===== config.mk =====
export PLATFORM = sky130hd
export DESIGN_NAME = instr_fetch_ctrl
export DESIGN_NICKNAME = d
export VERILOG_FILES = /design/src/rtl/cpu_pkg.sv /design/src/rtl/instr_fetch_ctrl.sv
export SDC_FILE = /design/constraint.sdc
export NUM_CORES = 1
export LEC_CHECK = 0
export ABC_AREA = 1
export BUFFER_PORTS_ARGS = -buffer_cell sky130_fd_sc_hd__buf_2
export CAP_MARGIN = 20
export CORE_MARGIN = 3
export CORE_UTILIZATION = 30
export DETAILED_ROUTE_END_ITERATION = 12
export PLACE_DENSITY = 0.62
export SLEW_MARGIN = 20
export SYNTH_ARGS = -nofsm -noshare
export SYNTH_HDL_FRONTEND = slang
export SYNTH_SLANG_ARGS = --single-unit

===== constraint.sdc =====
create_clock -name clk -period 1.6 [get_ports clk]
set_clock_uncertainty 0.05 [all_clocks]
set_input_delay 0.24 -clock clk [delete_from_list [all_inputs] [get_ports clk]]
set_output_delay 0.24 -clock clk [all_outputs]
set_load 0.02 [all_outputs]

===== src/rtl/cpu_pkg.sv =====
// cpu_pkg: shared core widths, opcode field bounds, opcode encodings and fetch-state enum
package cpu_pkg;
  localparam int ADDR_W  = 16;
  localparam int INSTR_W = 32;
  localparam int OPC_HI  = 31;
  localparam int OPC_LO  = 26;
  localparam logic [5:0] OPC_ALU     = 6'b000000;
  localparam logic [5:0] OPC_ALUI    = 6'b000001;
  localparam logic [5:0] OPC_LOAD    = 6'b000010;
  localparam logic [5:0] OPC_STORE   = 6'b000011;
  localparam logic [5:0] OPC_BRANCH  = 6'b000100;
  localparam logic [5:0] OPC_JUMP    = 6'b000101;
  localparam logic [5:0] HALT_OPCODE = 6'b111111;
  typedef enum logic [1:0] {RESET, RUN, HALTED} fetch_state_t;
endpackage


===== src/rtl/instr_fetch_ctrl.sv =====
// instr_fetch_ctrl: PC sequencer with one-entry registered output stage, redirect and HALT/resume
// Ports: clk/rst_n (sync, active-low); imem_addr/imem_instr to combinational instruction memory;
//        if_valid/if_ready/if_instr/if_pc handshake to decode; redirect_valid/redirect_pc from execute;
//        resume pulse leaves HALTED; halted flags the HALTED state.
module instr_fetch_ctrl
  import cpu_pkg::*;
#(
  parameter int ADDR_W = cpu_pkg::ADDR_W,
  parameter int INSTR_W = cpu_pkg::INSTR_W,
  parameter logic [ADDR_W-1:0] RESET_PC = '0,
  parameter logic [5:0] HALT_OPCODE = cpu_pkg::HALT_OPCODE
) (
  input  logic               clk,
  input  logic               rst_n,
  output logic [ADDR_W-1:0]  imem_addr,
  input  logic [INSTR_W-1:0] imem_instr,
  output logic               if_valid,
  input  logic               if_ready,
  output logic [INSTR_W-1:0] if_instr,
  output logic [ADDR_W-1:0]  if_pc,
  input  logic               redirect_valid,
  input  logic [ADDR_W-1:0]  redirect_pc,
  input  logic               resume,
  output logic               halted
);
  fetch_state_t state_q, state_d;
  logic [ADDR_W-1:0] pc_q, pc_d, ipc_q, ipc_d;
  logic [INSTR_W-1:0] instr_q, instr_d;
  logic valid_q, valid_d;
  logic slot_free, is_halt;
  assign slot_free = !valid_q || if_ready;
  assign is_halt = imem_instr[OPC_HI:OPC_LO] == HALT_OPCODE;
  assign imem_addr = pc_q;
  assign if_valid = valid_q;
  assign if_instr = instr_q;
  assign if_pc = ipc_q;
  assign halted = state_q == HALTED;
  always_comb begin
    state_d = state_q;
    pc_d = pc_q;
    valid_d = valid_q;
    instr_d = instr_q;
    ipc_d = ipc_q;
    if (state_q == RESET) begin
      state_d = RUN;
    end else if (redirect_valid) begin
      // flush: the word read this cycle belongs to the abandoned path
      state_d = RUN;
      pc_d = redirect_pc;
      valid_d = 1'b0;
    end else if (state_q == HALTED) begin
      // let a pending word finish its handshake, but never capture a new one
      valid_d = valid_q && !if_ready;
      state_d = resume ? RUN : HALTED;
    end else if (slot_free) begin
      valid_d = 1'b1;
      instr_d = imem_instr;
      ipc_d = pc_q;
      // pc stays on the HALT word so resume refetches it
      pc_d = is_halt ? pc_q : pc_q + 1'b1;
      state_d = is_halt ? HALTED : RUN;
    end
  end
  always_ff @(posedge clk) begin
    if (!rst_n) begin
      state_q <= RESET;
      pc_q <= RESET_PC;
      valid_q <= 1'b0;
      instr_q <= '0;
      ipc_q <= '0;
    end else begin
      state_q <= state_d;
      pc_q <= pc_d;
      valid_q <= valid_d;
      instr_q <= instr_d;
      ipc_q <= ipc_d;
    end
  end
endmodule


# --- After elaboration in Yosys (flattened, before gate mapping) ---
# Index checks and enable logic that the tools add are counted.
word_totals:
  elab_cells: 41
  ff_bits: 67
  out_inout_bits: 66
op_classes:
  mux: 13
  n_eq_ne: 4
  n_addsub: 1
  reduce_logical: 13
  bitwise: 4
op_table:
  columns: ["operator", "count"]
  rows:
  - ["$mux W16", 4]
  - ["$add A16 B1 Y16 const B", 1]
  - ["$mux W2", 4]
  - ["$reduce_and A4 Y1", 2]
  - ["$eq A6 B6 Y1 const B", 1]
  - ["$mux W1", 5]
  - ["$ne A2 B2 Y1 const B", 2]
  - ["$not A1 Y1", 4]
  - ["$reduce_bool A2 Y1", 2]
  - ["$reduce_bool A4 Y1", 1]
  - ["$reduce_bool A3 Y1", 1]
  - ["$reduce_or A3 Y1", 1]
  - ["$eq A2 B2 Y1 const B", 1]
  - ["$logic_not A1 Y1", 2]
  - ["$logic_not A2 Y1", 1]
  - ["$reduce_and A2 Y1", 1]
  - ["$logic_and A1 B1 Y1", 1]
  - ["$logic_or A1 B1 Y1", 1]

# --- Logic depth before layout (Yosys ltp) ---
# Gate-level depths: netlist of run 1.
depth:
  word_depth: 6
  ltp_mapped: 11

# --- Worst setup path after synthesis of run 1 ---
# No wires, ideal clock.
synth_path:
  path_type: "register -> register"
  start: "register pc_q[1], in the netlist imem_addr[1]"
  end: "register pc_q[10], in the netlist imem_addr[10]"
  slack_ns: 0.082
  t_required_ns: 1.436
  t_arrival_ns: 1.354
  stages_incl_launch_ff: 9
  setup_ns: 0.114
  synth_period_minus_slack_ns: 1.518
  cell_sequence: "dfxtp_1 -> ha_1 -> nand2_1 -> nor2_2 -> nand3_1 -> o22ai_1 -> nand2_1 -> nand2_1 -> nor2_1"
synth_between:
  elab_chain_cells: 5
synth_rtl:
  columns: ["item", "line", "rtl"]
  rows:
  - ["start, declared", "instr_fetch_ctrl.sv:27", "logic [ADDR_W-1:0] pc_q, pc_d, ipc_q, ipc_d;"]
  - ["start signal, assigned", "instr_fetch_ctrl.sv:73", "pc_q <= pc_d;"]
  - ["$add A16 B1 Y16", "instr_fetch_ctrl.sv:60", "pc_d = is_halt ? pc_q : pc_q + 1'b1;"]
  - ["$mux W16", "instr_fetch_ctrl.sv:60", null]
  - ["$mux W16", "instr_fetch_ctrl.sv:55", "end else if (slot_free) begin"]
  - ["$mux W16", "instr_fetch_ctrl.sv:51", "end else if (state_q == HALTED) begin"]
  - ["$mux W16", "instr_fetch_ctrl.sv:46", "end else if (redirect_valid) begin"]
# No other way between the ends. The select of a mux whose other input is x is not followed.
# A chain may end at the register's enable or synchronous reset.

# --- Final worst setup path of run 1 ---
layout_path:
  start: "register pc_q[3], in the netlist imem_addr[3]"
  end: "register pc_q[15], in the netlist imem_addr[15]"
# Same word-level chain as after synthesis.

==> qor.csv, run 1 <==
stage;metric;value;unit
pwr;power_density;1004;nW/µm²
setup_path;crit_family;simple AND/OR/NAND/NOR gates;
setup_path;critPathKind;reg -> reg;
synthesis;synth_cells;432;
synthesis;ys_ff_latch;67;
setup_path;worstSetupStartpointType;flip-flop;
route;drtIter0Drc;105;
floorplan;die_width;105.2;µm
layout;diodes;0;
pwr;switching_share;28.67;%
global_routing;grt_pass1_wl;14790;µm
layout;final_common_cell;buf_2;
clocking;htreeDepth;3;
layout;mostFrequentLayoutCells;118 x buf_2, 114 x nor2_1, 71 x nand2_1, 67 x dfxtp_1, 64 x o21ai_0;
layout;layoutNonFillerInstCount;687;
setup_path;crit_path_cell_trace;nand2_1 > nor2_1 > nand2_1 > o21ai_0 > nand3_1 > nand2_1 > a21oi_1;
timing;slew_headroom;70.60;%
setup_path;crit_buf_inv;0;
clocking;cts_buffer_depth;2;
clocking;cts_hold_buffers;0;
place;gp_congestion;0.8616;
setup_path;crit_slowest_cell;dfxtp_1;
route;avgViaCountPerCell;4.664;
layout;fin_nets;608;
pwr;p_int;2.837;mW
global_routing;grt-ovfl-total;0;
setup_path;path_common_cell;nand2_1;
setup_path;crit_cells;7;
synthesis;avgSynthCellArea;6.838;µm²
clocking;cts_root_buffer;clkbuf_8;
floorplan;num_rows;35;
timing;rsz0062_at_grt;yes;
timing;post-route-period-util;92.56;%
floorplan;num_io_pins;119;
synthesis;ys_seq_area_share;45.40;%
setup_path;required;1.76;ns
global_routing;grt_max_degree;33;
route;first_pass_iters;4;
setup_path;end_kind;flip-flop;
setup_path;reg2reg_setup_slack;0.12;ns
global_routing;antenna_found_initial;0;
floorplan;die-height;105.2;µm
global_routing;use_met1;20.74;%
floorplan;core;9415;µm²
timing;tightest_slew;0.4405;ns
place;place_inst;672;
floorplan;fp.dieArea;11070;µm²
pwr;seqPwrFrac;46.5;%
run;max-cap-violations;0;
clocking;path_clk_slew;0.07;ns
outcome;outcome;finished, final reports clean;
synthesis;synthesis.area;2954;µm²
pwr;clockPowerShare;35.8;%
synthesis;synthesis.nets;486;
synthesis;synth_area_leader_cell;dfxtp_1;
floorplan;start_util;31.38;%
clocking;tritoncts;yes;
synthesis;synth_cell_types;24;
setup_path;r2r_end;imem_addr[15];
clocking;cts.sinks;67;
global_routing;grtUsageMet3;6.430;%
setup_path;cp_max_fo;5;
setup_path;crit_end;imem_addr[15];
global_routing;grt_pass1_vias;3019;
pwr;p_sw;1.140;mW
place;io_buffers;118;
setup_path;reg2reg_depth;7;
route;wl_per_cell;13.02;µm
hold_path;hold_path_class;in -> reg;
clocking;cts_made_buffers;9;
clocking;insertion_delay;0.34;ns
synthesis;synthTopCellsByArea;dfxtp_1 45%, nor2_1 15%, o21ai_0 11%, nand2_1 9.0%, a21oi_1 4.4%;
global_routing;grtUsageMet2;26.73;%
route;drcViolationCount;0;
route;wl;8942;µm
pwr;ir_drop;411.8;µV
timing;hold_violations;0;
synthesis;yosys.area.top_type_share;45.40;%
setup_path;r2r_start;imem_addr[3];
setup_path;cp-startpoint;imem_addr[3];
timing;maxSlewViolCount;0;
timing;setup_viol;0;
route;detail-route-antenna-nets;0;
setup_path;cp.arrival;1.64;ns
setup_path;critPathMaxStageDelay;0.43;ns
timing;max_freq;0.6752;GHz
synthesis;ys_warn_count;0;
global_routing;grt_use_total;16.59;%
timing;whs;0.06393;ns
pwr;power_frac_comb;17.7;%
layout;final_util;42.06;%
layout;drive_gt1_share;28.85;%
place;dpl.hpwl;6474;µm
timing;period_minus_slack;1.481;ns
pwr;power_leakage;1.952;nW
layout;syn2layout_area_growth;34.05;%
global_routing;busiest_layer;met2;
route;vias;3204;
==> area by class of cell <==
| type | count | area [µm²] |
|---|---|---|
| Tap cell | 129 | 161.4 |
| Sequential cell | 67 | 1341 |
| Clock inverter | 2 | 35.03 |
| Clock buffer | 13 | 158.9 |
| Timing Repair Buffer | 135 | 755.7 |
| Fill cell | 1020 | 5455 |
| Multi-Input combinational cell | 313 | 1403 |
| Inverter | 28 | 105.1 |
==> stage by stage <==
step                TNS [ns]  power [mW]  setup slack [ns]  instance area [µm²]
finish                     0       3.977            0.1190                 3960
global route        -0.01806       4.196         -0.006953                 3960
CTS                        0       4.036           0.07456                 3940
detailed placement         0       2.593           0.09018                 3746
global placement           0       2.584            0.1117                 3746
floorplan                  0       2.298           0.08212                 2954
==> flip-flops by register name (all words and copies together), names as in the netlist <==
name       count
if_pc         16
if_instr      32
state_q        2
if_valid       1
imem_addr     16
==> logic make-up after synthesis <==
logic type                 after synthesis  share of synthesized area (%)
and+or+nand+nor                        217                          29.94
AOI/OAI and AO/OA                       94                          16.14
DFF                                     67                          45.40
buffers and inverters                   52                          7.793
xor gates and xnor gates                 1                         0.2965
adders and majority gates                1                         0.4235
==> power groups by stage <==
stage	Clock [mW]	Sequential [mW]	Combinational, mW
finish	1.42	1.85	0.704
global route	1.55	1.86	0.787
CTS	1.48	1.85	0.709
detailed placement	0	1.89	0.707
global placement	0	1.88	0.701
floorplan	0	2.02	0.275
==> tightest hold or removal path, delay by kind of cell <==
family / cells / cell delay (ns)
simple gates: 2 / 0.11
buf+inv: 1 / 0.07
==> routing by layer <==
metal | up-vias | wire length [µm]
met3 | 9 | 764
met2 | 127 | 4027
met5 | - | 0
met1 | 1444 | 4047
li1 | 1624 | -
met4 | 0 | 103
==> Yosys cell counts (all sizes together) <==
cell type / instances
a31oi: 1
ha: 1
clkbuf: 13
a221oi: 1
o22ai: 1
nor3: 1
nor2: 119
o21ai: 65
dfxtp: 67
buf: 11
nand3b: 2
nand3: 22
inv: 28
nand4: 2
a21oi: 26
nand2: 71
xnor2: 1
==> how the worst min path moves through the flow <==
stage | startpoint | end | slack (ns) | cells after the start
after floorplan | imem_instr[13] | if_instr[13] | 0.32 | 2
after global placement | imem_instr[23] | if_instr[23] | 0.41 | 3
after detailed placement | imem_instr[24] | if_instr[24] | 0.42 | 3
after CTS | imem_instr[24] | if_instr[24] | 0.04 | 3
after global routing | imem_instr[0] | if_instr[0] | 0.06 | 3
final | imem_instr[24] | if_instr[24] | 0.06 | 3
==> what timing repair did <==
action / in CTS / in global routing
endpoints found under the setup margin: 0 / 13
buffers inserted: 0 / 0
gates resized for setup: 0 / 6
No activity file was read; power rests on OpenSTA's default activity.
==> run 2, diff against run 1 <==
Settings changed: GPL_TIMING_DRIVEN set to 0.
==> run 2 against run 1 <==
Total power increased by 2.1%. Worst hold slack improved by 0.0028 ns. Sequential share of layout area grew 0.15 points. Critical path type unchanged.
==> qor.csv, run 2 (synthesized netlist as in run 1, its figures left out) <==
stage;metric;value;unit;change
run;max-cap-violations;0;;unchanged
route;wl_per_cell;13.77;µm;+5.8%
global_routing;grt_use_total;17.48;%;+0.89 points
route;detail-route-antenna-nets;0;;unchanged
route;wl;9557;µm;+6.9%
setup_path;crit_family;simple AND/OR/NAND/NOR gates;;
setup_path;cp.arrival;1.77;ns;+0.13 ns
timing;post-route-period-util;95.92;%;+3.4 points
clocking;post-cts-setup-buffers;0;;unchanged
timing;hold_violations;0;;unchanged
clocking;cts_buffer_depth;2;;unchanged
pwr;power_leakage;1.928;nW;-1.2%
floorplan;num_rows;35;;unchanged
layout;mostFrequentLayoutCells;121 x buf_2, 113 x nor2_1, 70 x nand2_1, 64 x o21ai_0, 61 x dfxtp_1;;
timing;tightest_slew;0.5192;ns;+0.07867 ns
floorplan;fp.dieArea;11070;µm²;unchanged
clocking;cts_root_buffer;clkbuf_8;;
global_routing;grt_pass1_wl;15640;µm;+5.7%
route;avgViaCountPerCell;4.716;;+1.1%
floorplan;die-height;105.2;µm;unchanged
setup_path;worstSetupStartpointType;flip-flop;;
pwr;power_density;1024;nW/µm²;+2.0%
timing;slew_headroom;65.39;%;-5.2 points
route;drtIter0Drc;169;;+61%
place;dpl.hpwl;7147;µm;+10%
hold_path;hold_path_class;in -> reg;;
global_routing;grt_pass1_vias;3175;;+5.2%
timing;max_freq;0.6516;GHz;-3.5%
floorplan;core;9415;µm²;unchanged
timing;rsz0062_at_grt;yes;;
setup_path;end_kind;flip-flop;;
place;gp_congestion;0.8909;;+3.4%
setup_path;crit_buf_inv;0;;unchanged
layout;layoutNonFillerInstCount;694;;+1.0%
clocking;htreeDepth;3;;unchanged
pwr;ir_drop;474.6;µV;+15%
timing;whs;0.06668;ns;+0.002756 ns
route;first_pass_iters;4;;unchanged
layout;drive_gt1_share;29.38;%;+0.53 points
place;place_inst;678;;+0.89%
setup_path;critPathMaxStageDelay;0.39;ns;-0.04 ns
timing;maxSlewViolCount;0;;unchanged
global_routing;grt_max_degree;12;;-64%
layout;syn2layout_area_growth;34.22;%;
pwr;power_frac_comb;16.8;%;-0.9 points
clocking;cts.sinks;67;;unchanged
setup_path;crit_path_cell_trace;ha_2 > nand3_1 > nor2_4 > nand2_1 > nand3_1 > o21ai_0 > nand2_1 > nand2_1 > nor2_1;;
pwr;p_int;2.874;mW;+1.3%
setup_path;path_common_cell;nand2_1;;
setup_path;cp_max_fo;6;;+1
layout;fin_nets;614;;+0.99%
pwr;p_sw;1.187;mW;+4.1%
layout;largest_reg_flops;32;;unchanged
setup_path;required;1.83;ns;+0.07 ns
global_routing;antenna_found_initial;0;;unchanged
outcome;outcome;finished, final reports clean;;
clocking;path_clk_slew;0.07;ns;about the same
clocking;cts_made_buffers;9;;unchanged
timing;setup_viol;0;;unchanged
place;io_buffers;117;;-0.85%
floorplan;start_util;31.38;%;unchanged
route;vias;3273;;+2.2%
setup_path;critPathKind;reg -> reg;;
floorplan;num_io_pins;119;;unchanged
timing;period_minus_slack;1.535;ns;+0.05379 ns
pwr;clockPowerShare;37.2;%;+1.4 points
route;drcViolationCount;0;;unchanged
pwr;seqPwrFrac;46.0;%;-0.5 points
pwr;p_total;4.061;mW;+2.1%
floorplan;die_width;105.2;µm;unchanged
setup_path;crit_slowest_cell;dfxtp_2;;
clocking;insertion_delay;0.35;ns;about the same
pwr;switching_share;29.24;%;+0.57 points
layout;diodes;0;;unchanged
global_routing;grt-ovfl-total;0;;unchanged
clocking;tritoncts;yes;;
layout;final_common_cell;buf_2;;
## run 2: cell count changes in the layout (fill, tap and decap cells not counted), sizes merged
cell / change
clkinv: -1
clkbuf: +13
buf: -7
clkinvlp: +2
## run 2: through the flow
| step | setup WS [ns] | utilization (%) | cell area, µm² | setup TNS, ns |
|---|---|---|---|---|
| floorplan | 0.08212 | - | 2954 | 0 |
| finish | 0.06521 | 42.11 | 3965 | 0 |
| global route | -0.06906 | 42.11 | 3965 | -0.1981 |
| global placement | -0.01213 | 39.31 | 3701 | -0.01676 |
| detailed placement | -0.03392 | 39.31 | 3701 | -0.07104 |
| CTS | 0.03058 | 41.62 | 3919 | 0 |
## run 2: tightest hold or removal path, stage by stage
cell	delay, ns
buf_2	0.07
nor2_1	0.03
nor2_1	0.08
## run 2: worst paths after layout
path,start,end,slack [ns],cells after the start
min reg2reg,if_instr[23],if_instr[23],0.46,2
max reg2reg,imem_addr[1],imem_addr[6],0.07,9
min,imem_instr[12],if_instr[12],0.07,3
max,imem_addr[1],imem_addr[6],0.07,9
## run 2: routing by layer
| metal | part of all wire, % | global-route usage, % |
|---|---|---|
| met5 | 0 | 0 |
| met2 | 46 | 28.05 |
| met3 | 9.1 | 6.307 |
| met1 | 44 | 22.10 |
| met4 | 1.2 | 4.873 |
## run 2: final cells by class
cell class | instances | area, µm²
plain buffers | 24 | 132.6
clock buffers | 13 | 168.9
clock inverters | 3 | 45.04
fillers | 1010 | 5450
inverters | 28 | 105.1
multi-input cells | 313 | 1418
flip-flops and latches | 67 | 1349
well taps | 129 | 161.4
repair buffers | 117 | 585.6
## run 2: power groups by stage
stage               Sequential [mW]  Clock [mW]  Combinational [mW]
global placement               1.90           0               0.668
global route                   1.88        1.63               0.763
detailed placement             1.90           0               0.679
finish                         1.87        1.51               0.681
CTS                            1.86        1.56               0.682
floorplan                      2.02           0               0.275
## run 2: what timing repair did
action / in CTS / in global routing
setup endpoints to repair: 3 / 49
hold buffers: 0 / 0
gates resized for setup: 2 / 21
pin swaps: 0 / 1
